## config.mk

```make
export PLATFORM = sky130hd
export DESIGN_NAME = branch_issue_queue_flat
export DESIGN_NICKNAME = d
export VERILOG_FILES = /design/src/rtl/branch_issue_queue_if.sv /design/src/rtl/branch_issue_queue.sv /design/src/flat_wrapper.sv
export SDC_FILE = /design/constraint.sdc
export NUM_CORES = 2
export LEC_CHECK = 0
export ABC_AREA = 1
export BUFFER_PORTS_ARGS = -buffer_cell sky130_fd_sc_hd__buf_2
export CAP_MARGIN = 20
export CORE_ASPECT_RATIO = 1.1
export CORE_MARGIN = 1
export CORE_UTILIZATION = 25
export DETAILED_ROUTE_END_ITERATION = 8
export PLACE_DENSITY = 0.51
export SETUP_SLACK_MARGIN = 0.5
export SLEW_MARGIN = 0
export SYNTH_ARGS = -nofsm -noshare
export SYNTH_HDL_FRONTEND = slang
export SYNTH_SLANG_ARGS = --single-unit
```

## constraint.sdc

```tcl
create_clock -name clk -period 3.5 [get_ports clk]
set_input_delay 0.7 -clock clk [delete_from_list [all_inputs] [get_ports clk]]
set_output_delay 0.7 -clock clk [all_outputs]
set_load 0.02 [all_outputs]
```

## src/rtl/branch_issue_queue_if.sv

```systemverilog
// branch_issue_queue_if: dispatch, CDB, flush and issue signals of the branch issue queue (master = producer/consumer side, slave = queue)
interface branch_issue_queue_if #(
  parameter int DATA_WIDTH = 32,
  parameter int ROB_WIDTH  = 4,
  parameter int TAG_WIDTH  = 6,
  parameter int DEPTH      = 4
);
  logic                         i_disp_valid;
  logic                         o_disp_ready;
  logic                         i_disp_op1_rdy;
  logic                         i_disp_op2_rdy;
  logic [TAG_WIDTH-1:0]         i_disp_op1_tag;
  logic [TAG_WIDTH-1:0]         i_disp_op2_tag;
  logic [DATA_WIDTH-1:0]        i_disp_op1;
  logic [DATA_WIDTH-1:0]        i_disp_op2;
  logic [DATA_WIDTH-1:0]        i_disp_pc;
  logic [DATA_WIDTH-1:0]        i_disp_imm;
  logic [2:0]                   i_disp_funct3;
  logic [ROB_WIDTH-1:0]         i_disp_rob_tag;
  logic                         i_cdb_valid;
  logic [TAG_WIDTH-1:0]         i_cdb_tag;
  logic [DATA_WIDTH-1:0]        i_cdb_data;
  logic                         i_flush;
  logic                         o_iss_valid;
  logic [DATA_WIDTH-1:0]        o_iss_op1;
  logic [DATA_WIDTH-1:0]        o_iss_op2;
  logic [DATA_WIDTH-1:0]        o_iss_pc;
  logic [DATA_WIDTH-1:0]        o_iss_imm;
  logic [2:0]                   o_iss_funct3;
  logic [ROB_WIDTH-1:0]         o_iss_rob_tag;
  logic [$clog2(DEPTH+1)-1:0]   o_count;
  modport master (
    output i_disp_valid, i_disp_op1_rdy, i_disp_op2_rdy, i_disp_op1_tag, i_disp_op2_tag,
           i_disp_op1, i_disp_op2, i_disp_pc, i_disp_imm, i_disp_funct3, i_disp_rob_tag,
           i_cdb_valid, i_cdb_tag, i_cdb_data, i_flush,
    input  o_disp_ready, o_iss_valid, o_iss_op1, o_iss_op2, o_iss_pc, o_iss_imm,
           o_iss_funct3, o_iss_rob_tag, o_count
  );
  modport slave (
    input  i_disp_valid, i_disp_op1_rdy, i_disp_op2_rdy, i_disp_op1_tag, i_disp_op2_tag,
           i_disp_op1, i_disp_op2, i_disp_pc, i_disp_imm, i_disp_funct3, i_disp_rob_tag,
           i_cdb_valid, i_cdb_tag, i_cdb_data, i_flush,
    output o_disp_ready, o_iss_valid, o_iss_op1, o_iss_op2, o_iss_pc, o_iss_imm,
           o_iss_funct3, o_iss_rob_tag, o_count
  );
endinterface

```

## src/rtl/branch_issue_queue.sv

```systemverilog
// branch_issue_queue: collapsing in-order-select branch reservation queue; clk/rst plus bus (dispatch in, CDB wakeup, flush, registered issue out, count)
module branch_issue_queue #(
  parameter int DATA_WIDTH = 32,
  parameter int ROB_WIDTH  = 4,
  parameter int TAG_WIDTH  = 6,
  parameter int DEPTH      = 4
) (
  input logic                clk,
  input logic                rst,
  branch_issue_queue_if.slave bus
);
  localparam int CW = $clog2(DEPTH + 1);
  localparam int IW = DEPTH > 1 ? $clog2(DEPTH) : 1;
  typedef struct packed {
    logic                  valid;
    logic                  r1;
    logic                  r2;
    logic [TAG_WIDTH-1:0]  t1;
    logic [TAG_WIDTH-1:0]  t2;
    logic [DATA_WIDTH-1:0] v1;
    logic [DATA_WIDTH-1:0] v2;
    logic [DATA_WIDTH-1:0] pc;
    logic [DATA_WIDTH-1:0] imm;
    logic [2:0]            f3;
    logic [ROB_WIDTH-1:0]  rob;
  } entry_t;
  entry_t                q [DEPTH];
  entry_t                w [DEPTH];
  entry_t                n [DEPTH];
  entry_t                d;
  logic [CW-1:0]         cnt;
  logic [CW-1:0]         pos;
  logic                  ready;
  logic                  fire;
  logic                  sel;
  logic [IW-1:0]         sel_idx;
  logic                  iss_v;
  logic [DATA_WIDTH-1:0] iss_op1;
  logic [DATA_WIDTH-1:0] iss_op2;
  logic [DATA_WIDTH-1:0] iss_pc;
  logic [DATA_WIDTH-1:0] iss_imm;
  logic [2:0]            iss_f3;
  logic [ROB_WIDTH-1:0]  iss_rob;
  logic                  b1;
  logic                  b2;
  assign ready = cnt != CW'(DEPTH);
  assign fire  = bus.i_disp_valid && ready && !bus.i_flush;
  always_comb begin
    for (int i = 0; i < DEPTH; i++) begin
      w[i]    = q[i];
      w[i].r1 = q[i].r1 | (q[i].valid && bus.i_cdb_valid && q[i].t1 == bus.i_cdb_tag);
      w[i].r2 = q[i].r2 | (q[i].valid && bus.i_cdb_valid && q[i].t2 == bus.i_cdb_tag);
      w[i].v1 = (!q[i].r1 && w[i].r1) ? bus.i_cdb_data : q[i].v1;
      w[i].v2 = (!q[i].r2 && w[i].r2) ? bus.i_cdb_data : q[i].v2;
    end
  end
  always_comb begin
    sel     = 1'b0;
    sel_idx = '0;
    for (int i = DEPTH - 1; i >= 0; i--) begin
      if (q[i].valid && q[i].r1 && q[i].r2) begin
        sel     = 1'b1;
        sel_idx = IW'(i);
      end
    end
  end
  always_comb begin
    b1 = !bus.i_disp_op1_rdy && bus.i_cdb_valid && bus.i_cdb_tag == bus.i_disp_op1_tag;
    b2 = !bus.i_disp_op2_rdy && bus.i_cdb_valid && bus.i_cdb_tag == bus.i_disp_op2_tag;
    d.valid = 1'b1;
    d.r1    = bus.i_disp_op1_rdy | b1;
    d.r2    = bus.i_disp_op2_rdy | b2;
    d.t1    = bus.i_disp_op1_tag;
    d.t2    = bus.i_disp_op2_tag;
    d.v1    = b1 ? bus.i_cdb_data : bus.i_disp_op1;
    d.v2    = b2 ? bus.i_cdb_data : bus.i_disp_op2;
    d.pc    = bus.i_disp_pc;
    d.imm   = bus.i_disp_imm;
    d.f3    = bus.i_disp_funct3;
    d.rob   = bus.i_disp_rob_tag;
    pos     = cnt - CW'(sel);
    for (int i = 0; i < DEPTH - 1; i++)
      n[i] = (sel && i >= int'(sel_idx)) ? w[i+1] : w[i];
    n[DEPTH-1] = sel ? '0 : w[DEPTH-1];
    for (int i = 0; i < DEPTH; i++)
      if (fire && pos == CW'(i)) n[i] = d;
  end
  always_ff @(posedge clk) begin
    if (rst) begin
      q       <= '{default: '0};
      cnt     <= '0;
      iss_v   <= 1'b0;
      iss_op1 <= '0;
      iss_op2 <= '0;
      iss_pc  <= '0;
      iss_imm <= '0;
      iss_f3  <= '0;
      iss_rob <= '0;
    end else if (bus.i_flush) begin
      q     <= '{default: '0};
      cnt   <= '0;
      iss_v <= 1'b0;
    end else begin
      q     <= n;
      cnt   <= cnt + CW'(fire) - CW'(sel);
      iss_v <= sel;
      if (sel) begin
        iss_op1 <= q[sel_idx].v1;
        iss_op2 <= q[sel_idx].v2;
        iss_pc  <= q[sel_idx].pc;
        iss_imm <= q[sel_idx].imm;
        iss_f3  <= q[sel_idx].f3;
        iss_rob <= q[sel_idx].rob;
      end
    end
  end
  assign bus.o_disp_ready  = ready;
  assign bus.o_count       = cnt;
  assign bus.o_iss_valid   = iss_v;
  assign bus.o_iss_op1     = iss_op1;
  assign bus.o_iss_op2     = iss_op2;
  assign bus.o_iss_pc      = iss_pc;
  assign bus.o_iss_imm     = iss_imm;
  assign bus.o_iss_funct3  = iss_f3;
  assign bus.o_iss_rob_tag = iss_rob;
endmodule
```

## src/flat_wrapper.sv

```systemverilog
// flat-port wrapper written by rule: the top's interface ports become plain ports
module branch_issue_queue_flat 
#(
  parameter int DATA_WIDTH = 32,
  parameter int ROB_WIDTH  = 4,
  parameter int TAG_WIDTH  = 6,
  parameter int DEPTH      = 4
)
  (clk, rst, bus_i_disp_valid, bus_i_disp_op1_rdy, bus_i_disp_op2_rdy, bus_i_disp_op1_tag, bus_i_disp_op2_tag, bus_i_disp_op1, bus_i_disp_op2, bus_i_disp_pc, bus_i_disp_imm, bus_i_disp_funct3, bus_i_disp_rob_tag, bus_i_cdb_valid, bus_i_cdb_tag, bus_i_cdb_data, bus_i_flush, bus_o_disp_ready, bus_o_iss_valid, bus_o_iss_op1, bus_o_iss_op2, bus_o_iss_pc, bus_o_iss_imm, bus_o_iss_funct3, bus_o_iss_rob_tag, bus_o_count);
  branch_issue_queue_if #(.DATA_WIDTH(DATA_WIDTH), .ROB_WIDTH(ROB_WIDTH), .TAG_WIDTH(TAG_WIDTH), .DEPTH(DEPTH)) bus_i ();
  input logic clk;
  input logic rst;
  input wire logic [$bits(bus_i.i_disp_valid)-1:0] bus_i_disp_valid;
  input wire logic [$bits(bus_i.i_disp_op1_rdy)-1:0] bus_i_disp_op1_rdy;
  input wire logic [$bits(bus_i.i_disp_op2_rdy)-1:0] bus_i_disp_op2_rdy;
  input wire logic [$bits(bus_i.i_disp_op1_tag)-1:0] bus_i_disp_op1_tag;
  input wire logic [$bits(bus_i.i_disp_op2_tag)-1:0] bus_i_disp_op2_tag;
  input wire logic [$bits(bus_i.i_disp_op1)-1:0] bus_i_disp_op1;
  input wire logic [$bits(bus_i.i_disp_op2)-1:0] bus_i_disp_op2;
  input wire logic [$bits(bus_i.i_disp_pc)-1:0] bus_i_disp_pc;
  input wire logic [$bits(bus_i.i_disp_imm)-1:0] bus_i_disp_imm;
  input wire logic [$bits(bus_i.i_disp_funct3)-1:0] bus_i_disp_funct3;
  input wire logic [$bits(bus_i.i_disp_rob_tag)-1:0] bus_i_disp_rob_tag;
  input wire logic [$bits(bus_i.i_cdb_valid)-1:0] bus_i_cdb_valid;
  input wire logic [$bits(bus_i.i_cdb_tag)-1:0] bus_i_cdb_tag;
  input wire logic [$bits(bus_i.i_cdb_data)-1:0] bus_i_cdb_data;
  input wire logic [$bits(bus_i.i_flush)-1:0] bus_i_flush;
  output wire logic [$bits(bus_i.o_disp_ready)-1:0] bus_o_disp_ready;
  output wire logic [$bits(bus_i.o_iss_valid)-1:0] bus_o_iss_valid;
  output wire logic [$bits(bus_i.o_iss_op1)-1:0] bus_o_iss_op1;
  output wire logic [$bits(bus_i.o_iss_op2)-1:0] bus_o_iss_op2;
  output wire logic [$bits(bus_i.o_iss_pc)-1:0] bus_o_iss_pc;
  output wire logic [$bits(bus_i.o_iss_imm)-1:0] bus_o_iss_imm;
  output wire logic [$bits(bus_i.o_iss_funct3)-1:0] bus_o_iss_funct3;
  output wire logic [$bits(bus_i.o_iss_rob_tag)-1:0] bus_o_iss_rob_tag;
  output wire logic [$bits(bus_i.o_count)-1:0] bus_o_count;
  assign bus_i.i_disp_valid = bus_i_disp_valid;
  assign bus_i.i_disp_op1_rdy = bus_i_disp_op1_rdy;
  assign bus_i.i_disp_op2_rdy = bus_i_disp_op2_rdy;
  assign bus_i.i_disp_op1_tag = bus_i_disp_op1_tag;
  assign bus_i.i_disp_op2_tag = bus_i_disp_op2_tag;
  assign bus_i.i_disp_op1 = bus_i_disp_op1;
  assign bus_i.i_disp_op2 = bus_i_disp_op2;
  assign bus_i.i_disp_pc = bus_i_disp_pc;
  assign bus_i.i_disp_imm = bus_i_disp_imm;
  assign bus_i.i_disp_funct3 = bus_i_disp_funct3;
  assign bus_i.i_disp_rob_tag = bus_i_disp_rob_tag;
  assign bus_i.i_cdb_valid = bus_i_cdb_valid;
  assign bus_i.i_cdb_tag = bus_i_cdb_tag;
  assign bus_i.i_cdb_data = bus_i_cdb_data;
  assign bus_i.i_flush = bus_i_flush;
  assign bus_o_disp_ready = bus_i.o_disp_ready;
  assign bus_o_iss_valid = bus_i.o_iss_valid;
  assign bus_o_iss_op1 = bus_i.o_iss_op1;
  assign bus_o_iss_op2 = bus_i.o_iss_op2;
  assign bus_o_iss_pc = bus_i.o_iss_pc;
  assign bus_o_iss_imm = bus_i.o_iss_imm;
  assign bus_o_iss_funct3 = bus_i.o_iss_funct3;
  assign bus_o_iss_rob_tag = bus_i.o_iss_rob_tag;
  assign bus_o_count = bus_i.o_count;
  branch_issue_queue #(.DATA_WIDTH(DATA_WIDTH), .ROB_WIDTH(ROB_WIDTH), .TAG_WIDTH(TAG_WIDTH), .DEPTH(DEPTH)) u_core (.clk(clk), .rst(rst), .bus(bus_i));
endmodule
```

* Yosys cells after proc, flatten, opt, wreduce, memory -nomap -nowiden
Cells that the tools add are included.
Word-level totals: flip-flop bits (word level) 739, input bits 192, word-level logic and storage cells 175
Cells by class: add/subtract/negate cells 3, $lt $le $gt $ge 4, eq/ne operators 14, mux-type cells 29, bitwise operators 12, reduce and logical (&&, ||, !) cells 61
Operator list (number):
- 2-to-1 mux 150 bit | 8
- 2-to-1 mux 32 bit | 10
- binary-select mux 150 bit (select 2 bit) | 1
- 2-to-1 mux 135 bit | 2
- == test 6 bit | 10
- logical AND 1 bit | 41
- zero test 1 bit | 11
- OR 1 bit | 10
- 2-to-1 mux 2 bit | 4
- nonzero test 2 bit | 4
- == test 3 x 2 -> 1 bit, second input constant | 2
- nonzero test 3 bit | 2
- subtractor 3 x 1 -> 3 bit | 2
- greater-or-equal comparator 1 x 2 -> 1 bit, first input constant | 2
- 2-to-1 mux 1 bit | 4
- adder 3 x 1 -> 3 bit | 1
- == test 3 x 1 -> 1 bit, second input constant | 1
- greater-or-equal comparator 3 bit, second input constant | 1
- zero test 3 bit | 1
- != test 3 bit, second input constant | 1
- inverter 2 -> 3 bit | 1
- greater-or-equal comparator 2 bit, first input constant | 1
- AND reduction 2 bit | 1
- OR reduction 2 bit | 1
- inverter 1 bit | 1

* Longest topological paths before layout
depth after elaboration 10, gate-level depth with buffers 22, mapped depth without buffers 19

* Worst setup path after synthesis
OpenSTA, ideal clock, no wires.
kind reg2reg, start point register u_core.q[299] in the netlist's numbering, end point register u_core.q[371] in the netlist's numbering, library setup time 0.110 ns, arrival time 2.464 ns, data required time 3.390 ns, slack 0.926 ns, cell stages (with the launch flop) 21, path buffers 3, cell sequence dfxtp_1 inv_2 nor3_4 inv_2 nand2_1 nor2_2 inv_2 ha_1 inv_1 ha_1 nor3_1 nand2_1 buf_4 inv_4 nor2_4 buf_6 buf_2 nand3_1 nand3_1 nand2_1 inv_1
Between the ends: cells in the longest elaborated chain, start to end 9, elaborated cells on any way between the ends 20, those cells by class add/sub (1); order compare (1); eq/ne (1); mux (9); bitwise (1); reduce/logical (7)
RTL lines:
- start: declaration | RTL line branch_issue_queue.sv:27 | entry_t q [DEPTH];
- start signal: assignment | RTL line branch_issue_queue.sv:104 | q <= n;
- logical AND 1 bit (*) (2 in series) | RTL line branch_issue_queue.sv:61 | if (q[i].valid && q[i].r1 && q[i].r2) begin
- 2-to-1 mux 1 bit (*) (3 in series) | RTL line branch_issue_queue.sv:61
- net u_core.sel | RTL line branch_issue_queue.sv:35 | logic sel;
- subtractor 3 x 1 -> 3 bit | RTL line branch_issue_queue.sv:81 | pos = cnt - CW'(sel);
- == test 3 x 1 -> 1 bit | RTL line branch_issue_queue.sv:86 | if (fire && pos == CW'(i)) n[i] = d;
- logical AND 1 bit | RTL line branch_issue_queue.sv:86
- 2-to-1 mux 150 bit (*) | RTL line branch_issue_queue.sv:86
Mark *: on every way through the listed nets, which the timed path passes. The rest lies on a longest branch. The select of a mux whose other input is x is not followed. A chain may end at the register's enable or synchronous reset.

* Worst setup path in the final report
start point register u_core.q[299] in the netlist's numbering, end point register u_core.iss_pc[31], in the netlist u_core.bus.o_iss_pc[31]
Between the ends: cells in the longest elaborated chain, start to end 9, elaborated cells on any way between the ends 13, those cells by class mux (9); bitwise (1); reduce/logical (3)
RTL lines:
- logical AND 1 bit (*) (2 in series) | RTL line branch_issue_queue.sv:61
- 2-to-1 mux 2 bit (3 in series) | RTL line branch_issue_queue.sv:61
- inverter 2 -> 3 bit (implied by the code) | RTL line branch_issue_queue.sv:110 | iss_pc <= q[sel_idx].pc;
- binary-select mux 150 bit (select 2 bit) | RTL line branch_issue_queue.sv:110
- 2-to-1 mux 135 bit (2 in series)
- end signal: assignment | RTL line branch_issue_queue.sv:110
- end: declaration | RTL line branch_issue_queue.sv:40 | logic [DATA_WIDTH-1:0] iss_pc;
Every way passes the cells marked *; elsewhere a longest branch is shown, timed or not. The select of a mux whose other input is x is not followed.

==> metrics <==
status=finished clean; die width=389 um; max-cap viol count=0; Synth cell types=43; count leader, synth=nand2_1; synthesized flop and latch total=739; RSZ-0062 raised after global routing=false; Synth top area share=0.359; Initial DRC Count=5289; Synth area leaders=dfxtp_1 (36%), nand2_1 (16%), nand3_1 (14%); TNS Setup=0 ns; Worst EP required=4.11 ns; worst skew pair latency=0.73 ns; CP bufs+invs=5; Nets=6925; Std-Cell Rows=155; Top FF cell, synth=dfxtp_1; synthesized-area fraction occupied by adder cells=0.00200; Synth Area per Inst=6.23 um2; Synth Area in XOR/XNOR=0.00340; area grow syn2layout=18.3%; Synth async-reset ratio=0; Total Wirelength=196 mm; chip height=428 um; Worst Setup End Kind=flop; Max Freq=0.348 GHz; fillcell total=18.0k; Tcrit/Tclk final=0.822; Mapped Area=0.0412 mm2; Min-Delay Path Class=input port to flop; H-tree depth=3; crit path max fanout=70; largest family of logic cells by synthesized area=simple AND/OR/NAND/NOR gates; EDFF count, synth=0; # IOs=332; detailed placement HPWL=114 mm; initial antenna violation count=60; Mapped Cells=6622; setup ws final=0.624 ns; cell chain of the critical path=inv_2 -> nor3_4 -> buf_4 -> o21ai_1 -> nand2_8 -> inv_4 -> buf_12 -> nand2_1 -> nand3_1 -> nand3_1 -> nand2_1 -> inv_1; clock-pin slew on the worst setup and hold paths=0.06 ns; CTS Buffer Depth=3; WS Path Type=flop to flop; vias post-DR=45.7k; iteration count of the initial detailed-routing pass=6; multiplexer share of the synthesized area=0; synth warn=0; syn nets=6820; I/O Buffers=331; Initial Utilization=0.253; worst slack at placement=0.153 ns; Worst Max-Slew Pin Slew=1.08 ns; Power Density=403 mW/mm2; DR DRC count=0; remaining global-route overflow=0; min cycle time layout=2.88 ns; routed vias/inst=5.12; core region area=0.163 mm2; Worst Setup Start Kind=flop; global-route usage over all layers=0.222; CTS Buf Count=87; Seq/Total Area, Yosys=0.359; CTS tree=yes; fin. max-slew vios=0; Routed Antenna Nets=0; Placer Congestion=0.911; first-pass GRT wire length=280 mm; Worst EP arrival=3.49 ns; maximum VDD drop=0.000550 V; area leader, netlist=dfxtp_1; DIE AREA=0.167 mm2; family with the most delay on the worst path=buffers and inverters; clock root buffer=clkbuf_16; share of layout cells above drive strength 1=0.111; leakage power=21.4 nW; Synth Area in Simple Gates=0.366; clk_skew=0.0300 ns; largest net degree at the start of global routing=192; Post-synth top cells=nand2_1 (1791), nand3_1 (1150), inv_1 (927); Crit path largest cell delay=0.45 ns; final setup violation count=0; CTS Hold Bufs=0; Synth Area in Compound Gates=0.130; CTS sink count=739; Worst slew margin=0.283; number of global-route vias before repair=42.2k; Final Hold Fails=0; mean routed wirelength per cell=21.9 um; CP max-delay cell=buf_12
[metal layers]
metal	vias to the layer above	share of wire	global-route usage
met5	-	0.0016	0
met4	46	0.049	0.111
met3	541	0.095	0.0474
met2	2293	0.44	0.345
met1	21200	0.42	0.290
li1	21600	-	-
[per-stage QoR]
step / util / power, mW / cell area (um2) / cells / hold slack, ns
after CTS: 0.296 / 19.8 / 48300 / 8886 / 0.203
final: 0.299 / 19.6 / 48800 / 8927 / 0.249
after global placement: 0.276 / 9.98 / 45000 / 8718 / 0.448
after floorplan: - / 9.37 / 41200 / 6622 / 0.439
after detailed placement: 0.276 / 9.98 / 45000 / 8718 / 0.452
after global routing: 0.299 / 20.2 / 48800 / 8924 / 0.247
[state kept, by name, indices dropped and copies added (netlist names)]
register,cells
u_core.q,600
u_core.bus.o_iss_pc,32
u_core.bus.o_iss_imm,32
u_core.bus.o_iss_op1,32
u_core.bus.o_iss_rob_tag,4
u_core.bus.o_count,3
u_core.bus.o_iss_funct3,3
u_core.bus.o_iss_valid,1
u_core.bus.o_iss_op2,32
[logic make-up after synthesis]
| family | after synthesis |
|---|---|
| adder cells (fa/ha/maj) | 6 |
| AO/OA/AOI/OAI | 949 |
| AND/OR/NAND/NOR | 3482 |
| flip-flops | 739 |
| XOR/XNOR | 16 |
| buffers and inverters | 1430 |
[where the power goes]
part	switching (mW)	internal, mW
logic	1.04	0.381
clock network	4.08	5.65
registers	0.0253	8.47
total	5.15	14.5
[cell usage in the layout (no fill, tap or decap), types with 4 or more instances in the layout]
cell type     n
xnor2_1       4
a221oi_1     23
o221ai_1     25
inv_2        13
dfxtp_1     737
nor2_2        9
clkbuf_16    98
nand3_2       5
a31oi_1     126
ha_1          4
clkbuf_8     21
diode_2      16
buf_12       46
clkbuf_1     14
o22ai_1      35
inv_6         5
nand2_2      25
nor2_1      344
nor2_4        8
buf_2       330
bufinv_16     8
o21ai_0     257
xor2_1       12
buf_16        7
clkinv_2     16
o211ai_1      5
o21ai_1       8
a21oi_1     435
buf_4        88
nand2_1    1786
buf_6         7
a21oi_2      10
nor3_1        6
a221oi_2     20
inv_1       926
nand4_1     133
nand3_1    1150
[what timing repair did]
action / in CTS / in global routing
resized for setup: 31 / 25
cloned: 5 / 10
pin swaps: 2 / 8
setup endpoints to repair: 381 / 518
buffers inserted: 9 / 15
[worst register-to-register path, stage by stage (launching register included)]
cell and delay, ns:
dfxtp_2 0.33, inv_2 0.09, nor3_4 0.05, buf_4 0.15, o21ai_1 0.36, nand2_8 0.23
inv_4 0.41, buf_12 0.45, nand2_1 0.17, nand3_1 0.11, nand3_1 0.25, nand2_1 0.14
inv_1 0.04
[final timing paths]
| check | slack [ns] | start | endpoint | depth (start not counted) |
|---|---|---|---|---|
| max reg2reg | 0.62 | u_core.q[299]$_SDFFE_PP0P_ | u_core.bus.o_iss_pc[31]$_SDFFE_PP0P_ | 12 |
| max | 0.62 | u_core.q[299]$_SDFFE_PP0P_ | u_core.bus.o_iss_pc[31]$_SDFFE_PP0P_ | 12 |
| min reg2reg | 0.46 | u_core.q[32]$_SDFFE_PP0P_ | u_core.q[32]$_SDFFE_PP0P_ | 2 |
| min | 0.25 | bus_i_disp_pc[11] | u_core.q[50]$_SDFFE_PP0P_ | 3 |
[final cells by class]
cell class	instances	area, um2	share of cell area
timing repair inverter	1	8.76	0.000180
clock buffer	123	2540	0.0521
tap	2119	2650	0.0544
multi-input combinational	4453	20800	0.427
clock inverter	31	420	0.00862
sequential	739	14800	0.303
timing repair buffer	492	3850	0.0789
inverter	953	3640	0.0745
antenna	16	40.0	0.000821
Power figures use the tool's default switching activity.
